[config.mk]
export PLATFORM = sky130hd
export DESIGN_NAME = pulse_burst_arbiter
export DESIGN_NICKNAME = d
export VERILOG_FILES = /design/src/rtl/pulse_burst_arbiter.sv
export SDC_FILE = /design/constraint.sdc
export NUM_CORES = 1
export LEC_CHECK = 0
export CORE_ASPECT_RATIO = 0.6
export CORE_MARGIN = 5
export CORE_UTILIZATION = 47
export CTS_CLUSTER_DIAMETER = 30
export DETAILED_ROUTE_END_ITERATION = 10
export GPL_ROUTABILITY_DRIVEN = 0
export PLACE_DENSITY = 0.67
export SETUP_SLACK_MARGIN = 0.02
export SLEW_MARGIN = 20
export SYNTH_ARGS = -nofsm -noshare
export SYNTH_HDL_FRONTEND = slang
export SYNTH_SLANG_ARGS = --single-unit
[constraint.sdc]
create_clock -name clock -period 3.14 [get_ports clock]
set_input_delay 0.314 -clock clock [delete_from_list [all_inputs] [get_ports clock]]
set_output_delay 0.314 -clock clock [all_outputs]
set_load 0.005 [all_outputs]
[src/rtl/pulse_burst_arbiter.sv]
// Two-requester round-robin arbiter driving a shared pulse train of HIGH_W/LOW_W phases.
// Optional feature macro PULSE_ABORT_EN adds an abort input that ends a running burst early.
module pulse_burst_arbiter #(
   parameter int unsigned HIGH_W = 3,
   parameter int unsigned LOW_W  = 3
) (
   input  logic       clock,
   input  logic       reset_n,
   input  logic       req0,
   input  logic [2:0] len0,
   input  logic       req1,
   input  logic [2:0] len1,
`ifdef PULSE_ABORT_EN
   input  logic       abort,
`endif
   output logic       gnt0,
   output logic       gnt1,
   output logic       signal,
   output logic       busy,
   output logic       done
);

   localparam int unsigned CNT_W = 4;
   localparam logic [CNT_W-1:0] HIGH_LAST = CNT_W'(HIGH_W - 1);
   localparam logic [CNT_W-1:0] LOW_LAST  = CNT_W'(LOW_W - 1);

   typedef enum logic [2:0] {
      IDLE,
      GRANT,
      HIGH,
      LOW,
      DONE
   } state_t;

   state_t           state;
   logic [CNT_W-1:0] phase_cnt;
   logic [CNT_W-1:0] pulse_cnt;
   logic             last_srv;
   logic             pick0_c;

   // A len of 0 stands for a full burst of 8 pulses.
   function automatic logic [CNT_W-1:0] pulses_of(input logic [2:0] len);
      return (len == 3'd0) ? CNT_W'(8) : CNT_W'(len);
   endfunction

   // Requester 0 wins when alone or when requester 1 was served last.
   assign pick0_c = req0 & (~req1 | last_srv);

   always_ff @(posedge clock or negedge reset_n) begin
      if (!reset_n) begin
         state     <= IDLE;
         phase_cnt <= '0;
         pulse_cnt <= '0;
         last_srv  <= 1'b1;
         gnt0      <= 1'b0;
         gnt1      <= 1'b0;
         signal    <= 1'b0;
         busy      <= 1'b0;
         done      <= 1'b0;
      end else begin
         gnt0 <= 1'b0;
         gnt1 <= 1'b0;
         done <= 1'b0;
         case (state)
            IDLE: begin
               if (req0 || req1) begin
                  state <= GRANT;
                  busy  <= 1'b1;
                  if (pick0_c) begin
                     gnt0      <= 1'b1;
                     last_srv  <= 1'b0;
                     pulse_cnt <= pulses_of(len0);
                  end else begin
                     gnt1      <= 1'b1;
                     last_srv  <= 1'b1;
                     pulse_cnt <= pulses_of(len1);
                  end
               end
            end
            GRANT: begin
               state     <= HIGH;
               signal    <= 1'b1;
               phase_cnt <= HIGH_LAST;
            end
            HIGH: begin
`ifdef PULSE_ABORT_EN
               if (abort) begin
                  state  <= DONE;
                  signal <= 1'b0;
                  done   <= 1'b1;
               end else
`endif
               if (phase_cnt == '0) begin
                  state     <= LOW;
                  signal    <= 1'b0;
                  phase_cnt <= LOW_LAST;
               end else begin
                  phase_cnt <= phase_cnt - CNT_W'(1);
               end
            end
            LOW: begin
`ifdef PULSE_ABORT_EN
               if (abort) begin
                  state  <= DONE;
                  signal <= 1'b0;
                  done   <= 1'b1;
               end else
`endif
               if (phase_cnt != '0) begin
                  phase_cnt <= phase_cnt - CNT_W'(1);
               end else if (pulse_cnt > CNT_W'(1)) begin
                  state     <= HIGH;
                  signal    <= 1'b1;
                  phase_cnt <= HIGH_LAST;
                  pulse_cnt <= pulse_cnt - CNT_W'(1);
               end else begin
                  state <= DONE;
                  done  <= 1'b1;
               end
            end
            DONE: begin
               state     <= IDLE;
               busy      <= 1'b0;
               signal    <= 1'b0;
               phase_cnt <= '0;
               pulse_cnt <= '0;
            end
            default: begin
               state  <= IDLE;
               busy   <= 1'b0;
               signal <= 1'b0;
            end
         endcase
      end
   end

endmodule

==> metrics, run 1 <==
crit path capture phase_cnt[0]; # hold bufs at CTS 0; Clock Sinks 17; vias in the first global route 737; RSZ-0062 raised after global routing no; Placed Area 1180 sq um; initial antenna violation count 0; fraction of layout cells with a size suffix above 1 10.1%; internal power 655 uW; status complete, no violations; critical path required time 3.34 ns; Critical Path AT 2.09 ns; CTS tree built; CTS root buf clkbuf_8; Synth-to-Final Area Change 17.6%; Critical Path Source Type flop; area leader, netlist dfrtp_1; number of buffers created by CTS 3; Highest Clock Rate 0.530 GHz; Reg2Reg Setup Slack 1.25 ns; worst-path fanout max 6; largest net degree at the start of global routing 18; period utilisation layout 60.1%; Overflow after GRT 0; Final HPWL DP 1630 um; IR drop worst, VDD 0.444 mV; core area 2150 sq um; TritonRoute pass-1 iters 4; filler cell count 190; Worst R2R End phase_cnt[0]; Yosys top cell area share 38.4%; Starting Density 48.6%; IO Port Bufs 14; final wirelength 2200 um; chip width 70.8 um; Post-CTS Resized 0; sequence of cells on the critical path inv_1, ha_1, nor3b_2, nor4b_4, and3_2, o22a_1; total negative slack 0 ns; fin util 57.2%; Iter 0 DRT Violations 52; cells after synthesis 107; Mapped Avg Cell Area 9.75 sq um; design area 1230 sq um; Post-synth ARST share 100%; NetSw 470 uW; critical path type reg2reg; largest stage delay on the critical path 0.41 ns; Rel. slew slack 48.3%; EDFF count, synth 0; Most used DFF post-synth dfrtp_1; Critical Path Start phase_cnt[1]; DR vias 836; Die Area 3290 sq um; Net Sw Frac 41.8%; Synth Register Bits 17; minimum clock period 1.89 ns; clock share of power 15.1%; part of the power in registers 37.5%; Synth area leaders dfrtp_1 38%, ha_1 4.8%, nor3_1 4.3%; Die Height 46.5 um; postcts setup bufs 0; clk_skew 0.00606 ns; # nets final 134; Fin. Hold Viols 0; Clk Latency, worst-skew pair 0.26 ns; Slew Limit Fails 0; multi-input logic area 551 sq um; # DRC 0; total of max-cap violations 0; slew of the pin with the lowest slew margin 0.773 ns; FF-to-FF path depth 6; hold crit path type in2async; Rows 13; post-route ant nets 0; Via density 5.61; Gate power share 47.4%; Post-Syn Nets 121; Synth cell types 42; I/O pin cnt 15; Warnings, synthesis 0; static leakage 0.000523 uW; register area share after synthesis 40.9%; r2r startpoint phase_cnt[1]; PwrDens 917 nW/um^2; clk buf depth 2; Worst-path clk slew 0.07 ns; H-tree depth 1; Total GRT Usage 15.4%; Mapped Area 1040 sq um; ant diodes 0; first-pass GRT wire length 3750 um; # setup viols final 0; register cell area after layout 427 sq um; CP Capture Type flop; WL per Instance 14.7 um; slowest stage cell, crit path dfrtp_1
-- registers in the layout, indices dropped and copies added (netlist names) --
signal / count
signal: 1
done: 1
phase_cnt: 4
state: 3
last_srv: 1
pulse_cnt: 4
gnt0: 1
busy: 1
gnt1: 1
-- synth_stat cells, types with 2 or more instances --
cell type and number:
a31oi_1 3, inv_1 7, nand2_1 3, buf_6 2, buf_2 2, nor4_1 2
a21boi_0 3, ha_1 4, and3_1 3, a22o_1 2, o21ai_0 7, and2_1 2
nor2_1 5, a21oi_1 7, clkbuf_1 2, o31ai_1 2, dfrtp_1 16, nand2b_1 3
nor3_1 9
-- cells by family (layout without fill, tap and decap cells) --
| logic type | Yosys count | after routing | share of synthesized area (%) |
|---|---|---|---|
| flops | 17 | 17 | 40.9 |
| simple gates | 35 | 35 | 20.7 |
| compound gates | 36 | 36 | 25.4 |
| fa+ha+maj | 5 | 5 | 5.76 |
| xor+xnor | 1 | 1 | 0.839 |
| buf+inv | 13 | 25 | 6.36 |
-- metrics by stage --
stage	total power (uW)	hold slack, ns	setup slack (ns)	instances
final	1120	0.503	1.25	149
after detailed placement	958	0.510	1.24	145
after CTS	1130	0.522	1.23	149
after floorplan	845	0.0184	1.50	107
after global routing	1230	0.556	1.07	149
after global placement	950	0.504	1.28	145
-- final cells by class --
cell class                 instances  area share [%]
inverter                           7            2.14
multi-input combinational         77            44.9
tap                               30            3.06
sequential                        17            34.8
clock inverter                     1           0.408
clock buffer                       3            3.36
timing repair buffer              14            11.4
-- layer usage --
| metal | vias to the layer above | global-route usage [%] | routed length, um |
|---|---|---|---|
| li1 | 423 | - | - |
| met1 | 395 | 21.8 | 1190 |
| met2 | 14 | 21.7 | 898 |
| met3 | 4 | 5.23 | 81 |
| met4 | 0 | 5.62 | 29 |
| met5 | - | 0 | 0 |
-- worst max-delay path, delay by kind of cell (launching register included) --
kind / cells / cell delay, ns
adder cells (fa/ha/maj): 1 / 0.16
AND/OR/NAND/NOR: 3 / 1.00
flip-flops: 1 / 0.41
buffers and inverters: 1 / 0.12
AO/OA/AOI/OAI: 1 / 0.14
-- placed cells by master, fill, tap and decap left out, types with 2 or more instances in the layout --
master	Yosys	routed
nor3_1	9	9
o21ai_0	7	7
a22o_1	2	2
nor2_1	5	5
clkbuf_8	0	3
nor4_1	2	2
dfrtp_1	16	16
and3_1	3	3
nand2_1	3	3
and2_1	2	2
ha_1	4	4
o31ai_1	2	2
nand2b_1	3	3
a21oi_1	7	7
inv_1	7	7
a21boi_0	3	3
a31oi_1	3	3
clkdlybuf4s50_1	0	14
-- how the worst min path moves through the flow --
| stage | to | cells after the start | slack, ns | from |
|---|---|---|---|---|
| 2_1_floorplan | busy | 0 | 0.02 | reset_n |
| 3_3_place_gp | busy | 2 | 0.50 | busy |
| 3_5_place_dp | busy | 2 | 0.51 | busy |
| 4_1_cts | busy | 2 | 0.52 | busy |
| 5_1_grt | last_srv | 1 | 0.56 | last_srv |
| 6_report | pulse_cnt[3] | 1 | 0.50 | reset_n |
-- power groups by stage --
stage / Combinational, uW / Sequential, uW / Clock (uW)
finish: 533 / 422 / 170
global route: 604 / 440 / 188
floorplan: 462 / 383 / 0
detailed placement: 533 / 424 / 0
CTS: 537 / 420 / 175
global placement: 526 / 424 / 0
Note: power is estimated with default switching activity, not from simulation.
==> inputs of run 2 (changes only) <==
PLACE_DENSITY = 0.7   (was 0.67)
clock period = 1.7 ns   (was 3.14 ns; I/O delays follow)
==> run 2 against run 1 <==
Utilization up 13 points. Register-to-register slack worse by 1.2 ns. Clock skew down 0.0028 ns. Routed wire length is 27% higher. Combinational power grew to 3.2 times the previous value. Largest power group unchanged.
==> metrics, run 2 (synthesized netlist as in run 1, its figures left out) <==
period utilisation layout 97.6% (+37 points); Highest Clock Rate 0.603 GHz (+14%); total of max-cap violations 0 (unchanged); Net Sw Frac 40.4% (-1.4 points); Final HPWL DP 1830 um (+12%); Total GRT Usage 17.1% (+1.6 points); # nets final 163 (+22%); slew of the pin with the lowest slew margin 0.343 ns (-0.430 ns); core area 2150 sq um (unchanged); sequence of cells on the critical path buf_4, buf_4, buf_4, o31ai_1, o21ai_2, a221o_1; Rel. slew slack 76.9% (+29 points); TritonRoute pass-1 iters 5 (+1); status complete, no violations; Placed Area 1310 sq um (+11%); most common cell after layout, fill and taps aside buf_4; clock share of power 11.1% (-4.0 points); internal power 1620 uW (+150%); CP Capture Type flop; I/O pin cnt 15 (unchanged); crit path capture pulse_cnt[3]; static leakage 0.000662 uW (+27%); critical path type reg2reg; Iter 0 DRT Violations 68 (+31%); fin util 70.5% (+13 points); CTS tree built; Clk Latency, worst-skew pair 0.25 ns (about the same); chip width 70.8 um (unchanged); post-route ant nets 0 (unchanged); final wirelength 2790 um (+27%); Worst R2R End pulse_cnt[3]; largest net degree at the start of global routing 18 (unchanged); largest stage delay on the critical path 0.42 ns (about the same); Via density 5.71 (+1.7%); # setup viols final 0 (unchanged); Worst Path Buf+Inv 3 (+2); Crit path top cell by count buf_4; Gate power share 61.7% (+14 points); NetSw 1100 uW (+130%); Critical Path Start pulse_cnt[0]; Overflow after GRT 0 (unchanged); WL per Instance 15.7 um (+6.2%); Worst-path clk slew 0.06 ns (about the same); Critical Path AT 1.80 ns (-0.29 ns); FF-to-FF path depth 6 (unchanged); Crit. path cell count 6 (unchanged); Slew Limit Fails 0 (unchanged); minimum clock period 1.66 ns (-0.229 ns); Regs by FF count phase_cnt x4, pulse_cnt x4, state x3; H-tree depth 1 (unchanged); most frequent cells in the layout 27 x buf_4, 16 x dfrtp_1, 14 x clkdlybuf4s50_1; filler cell count 156 (-18%); RSZ-0062 raised after global routing yes; vias in the first global route 890 (+21%); number of buffers created by CTS 3 (unchanged); Reg2Reg Setup Slack 0.04 ns (-1.21 ns); part of the power in registers 27.2% (-10 points); # DRC 0 (unchanged); IO Port Bufs 14 (unchanged); initial antenna violation count 0 (unchanged); Finished Layout Cells 178 (+19%); Placed Cells 162 (+12%); Die Height 46.5 um (unchanged); worst-path fanout max 3 (-3); Die Area 3290 sq um (unchanged); IR drop worst, VDD 1.27 mV (+190%); r2r startpoint pulse_cnt[0]; design area 1510 sq um (+23%); Starting Density 48.6% (unchanged); Synth-to-Final Area Change 45.0%; clk buf depth 2 (unchanged); ant diodes 0 (unchanged); clk_skew 0.00325 ns (-0.00280 ns); hold crit path type in2async; final hold slack 0.236 ns (-0.267 ns); Top delay family on crit path compound AO/OA/AOI/OAI gates; PwrDens 1800 nW/um^2 (+96%); Rows 13 (unchanged); critical path required time 1.84 ns (-1.50 ns); DR vias 1016 (+22%); first-pass GRT wire length 4220 um (+13%); fraction of layout cells with a size suffix above 1 36.5% (+26 points); Fin. Hold Viols 0 (unchanged); slowest stage cell, crit path dfrtp_1; CTS root buf clkbuf_8; Clock Sinks 17 (unchanged); Critical Path Source Type flop; # hold bufs at CTS 0 (unchanged)
==> run 2: changes by cell type in the layout (fill, tap and decap cells not counted), sizes merged <==
cell / before / now
buf: 0 / 29
clkbuf: 3 / 4
clkinv: 1 / 0
==> run 2: worst min path at each step <==
stage | slack [ns] | from | to | cells after the start
3_3_place_gp | 0.49 | state[2] | busy | 1
5_1_grt | 0.27 | reset_n | phase_cnt[0] | 2
2_1_floorplan | -0.13 | reset_n | busy | 0
4_1_cts | 0.24 | reset_n | signal | 2
3_5_place_dp | 0.51 | reset_n | phase_cnt[1] | 2
6_report | 0.24 | reset_n | phase_cnt[0] | 2
==> run 2: routing by layer <==
layer / global-route usage [%] / vias to the layer above / share of wire (%)
li1: - / 485 / -
met1: 23.4 / 486 / 47
met2: 26.9 / 37 / 45
met3: 4.79 / 8 / 6.6
met4: 4.12 / 0 / 1.5
met5: 0 / - / 0
==> run 2: power by group through the flow <==
stage | clock network [uW] | logic, uW | registers (uW)
final | 301 | 1680 | 740
after global routing | 337 | 1820 | 760
after CTS | 311 | 1440 | 723
after detailed placement | 0 | 1260 | 728
after global placement | 0 | 1230 | 714
after floorplan | 0 | 853 | 708
==> run 2: layout make-up <==
type	instances	area, sq um	area share, %
multi-input cells	77	612	40.4
flip-flops and latches	17	427	28.2
repair buffers	43	365	24.2
clock buffers	4	45.0	2.98
well taps	30	37.5	2.48
inverters	7	26.3	1.74
==> run 2: metrics by stage <==
| stage | setup TNS (ns) | power [uW] | setup slack [ns] |
|---|---|---|---|
| floorplan | 0 | 1560 | 0.0644 |
| global placement | -0.0470 | 1950 | -0.0470 |
| detailed placement | -0.0286 | 1980 | -0.0143 |
| CTS | 0 | 2480 | 0.0270 |
| global route | -0.0697 | 2920 | -0.0407 |
| finish | 0 | 2720 | 0.0406 |
==> run 2: what timing repair did <==
item,4_1_cts,5_1_grt
gates resized for setup,7,13
buffers inserted,10,5
endpoints found under the setup margin,3,7
pin swaps,4,6
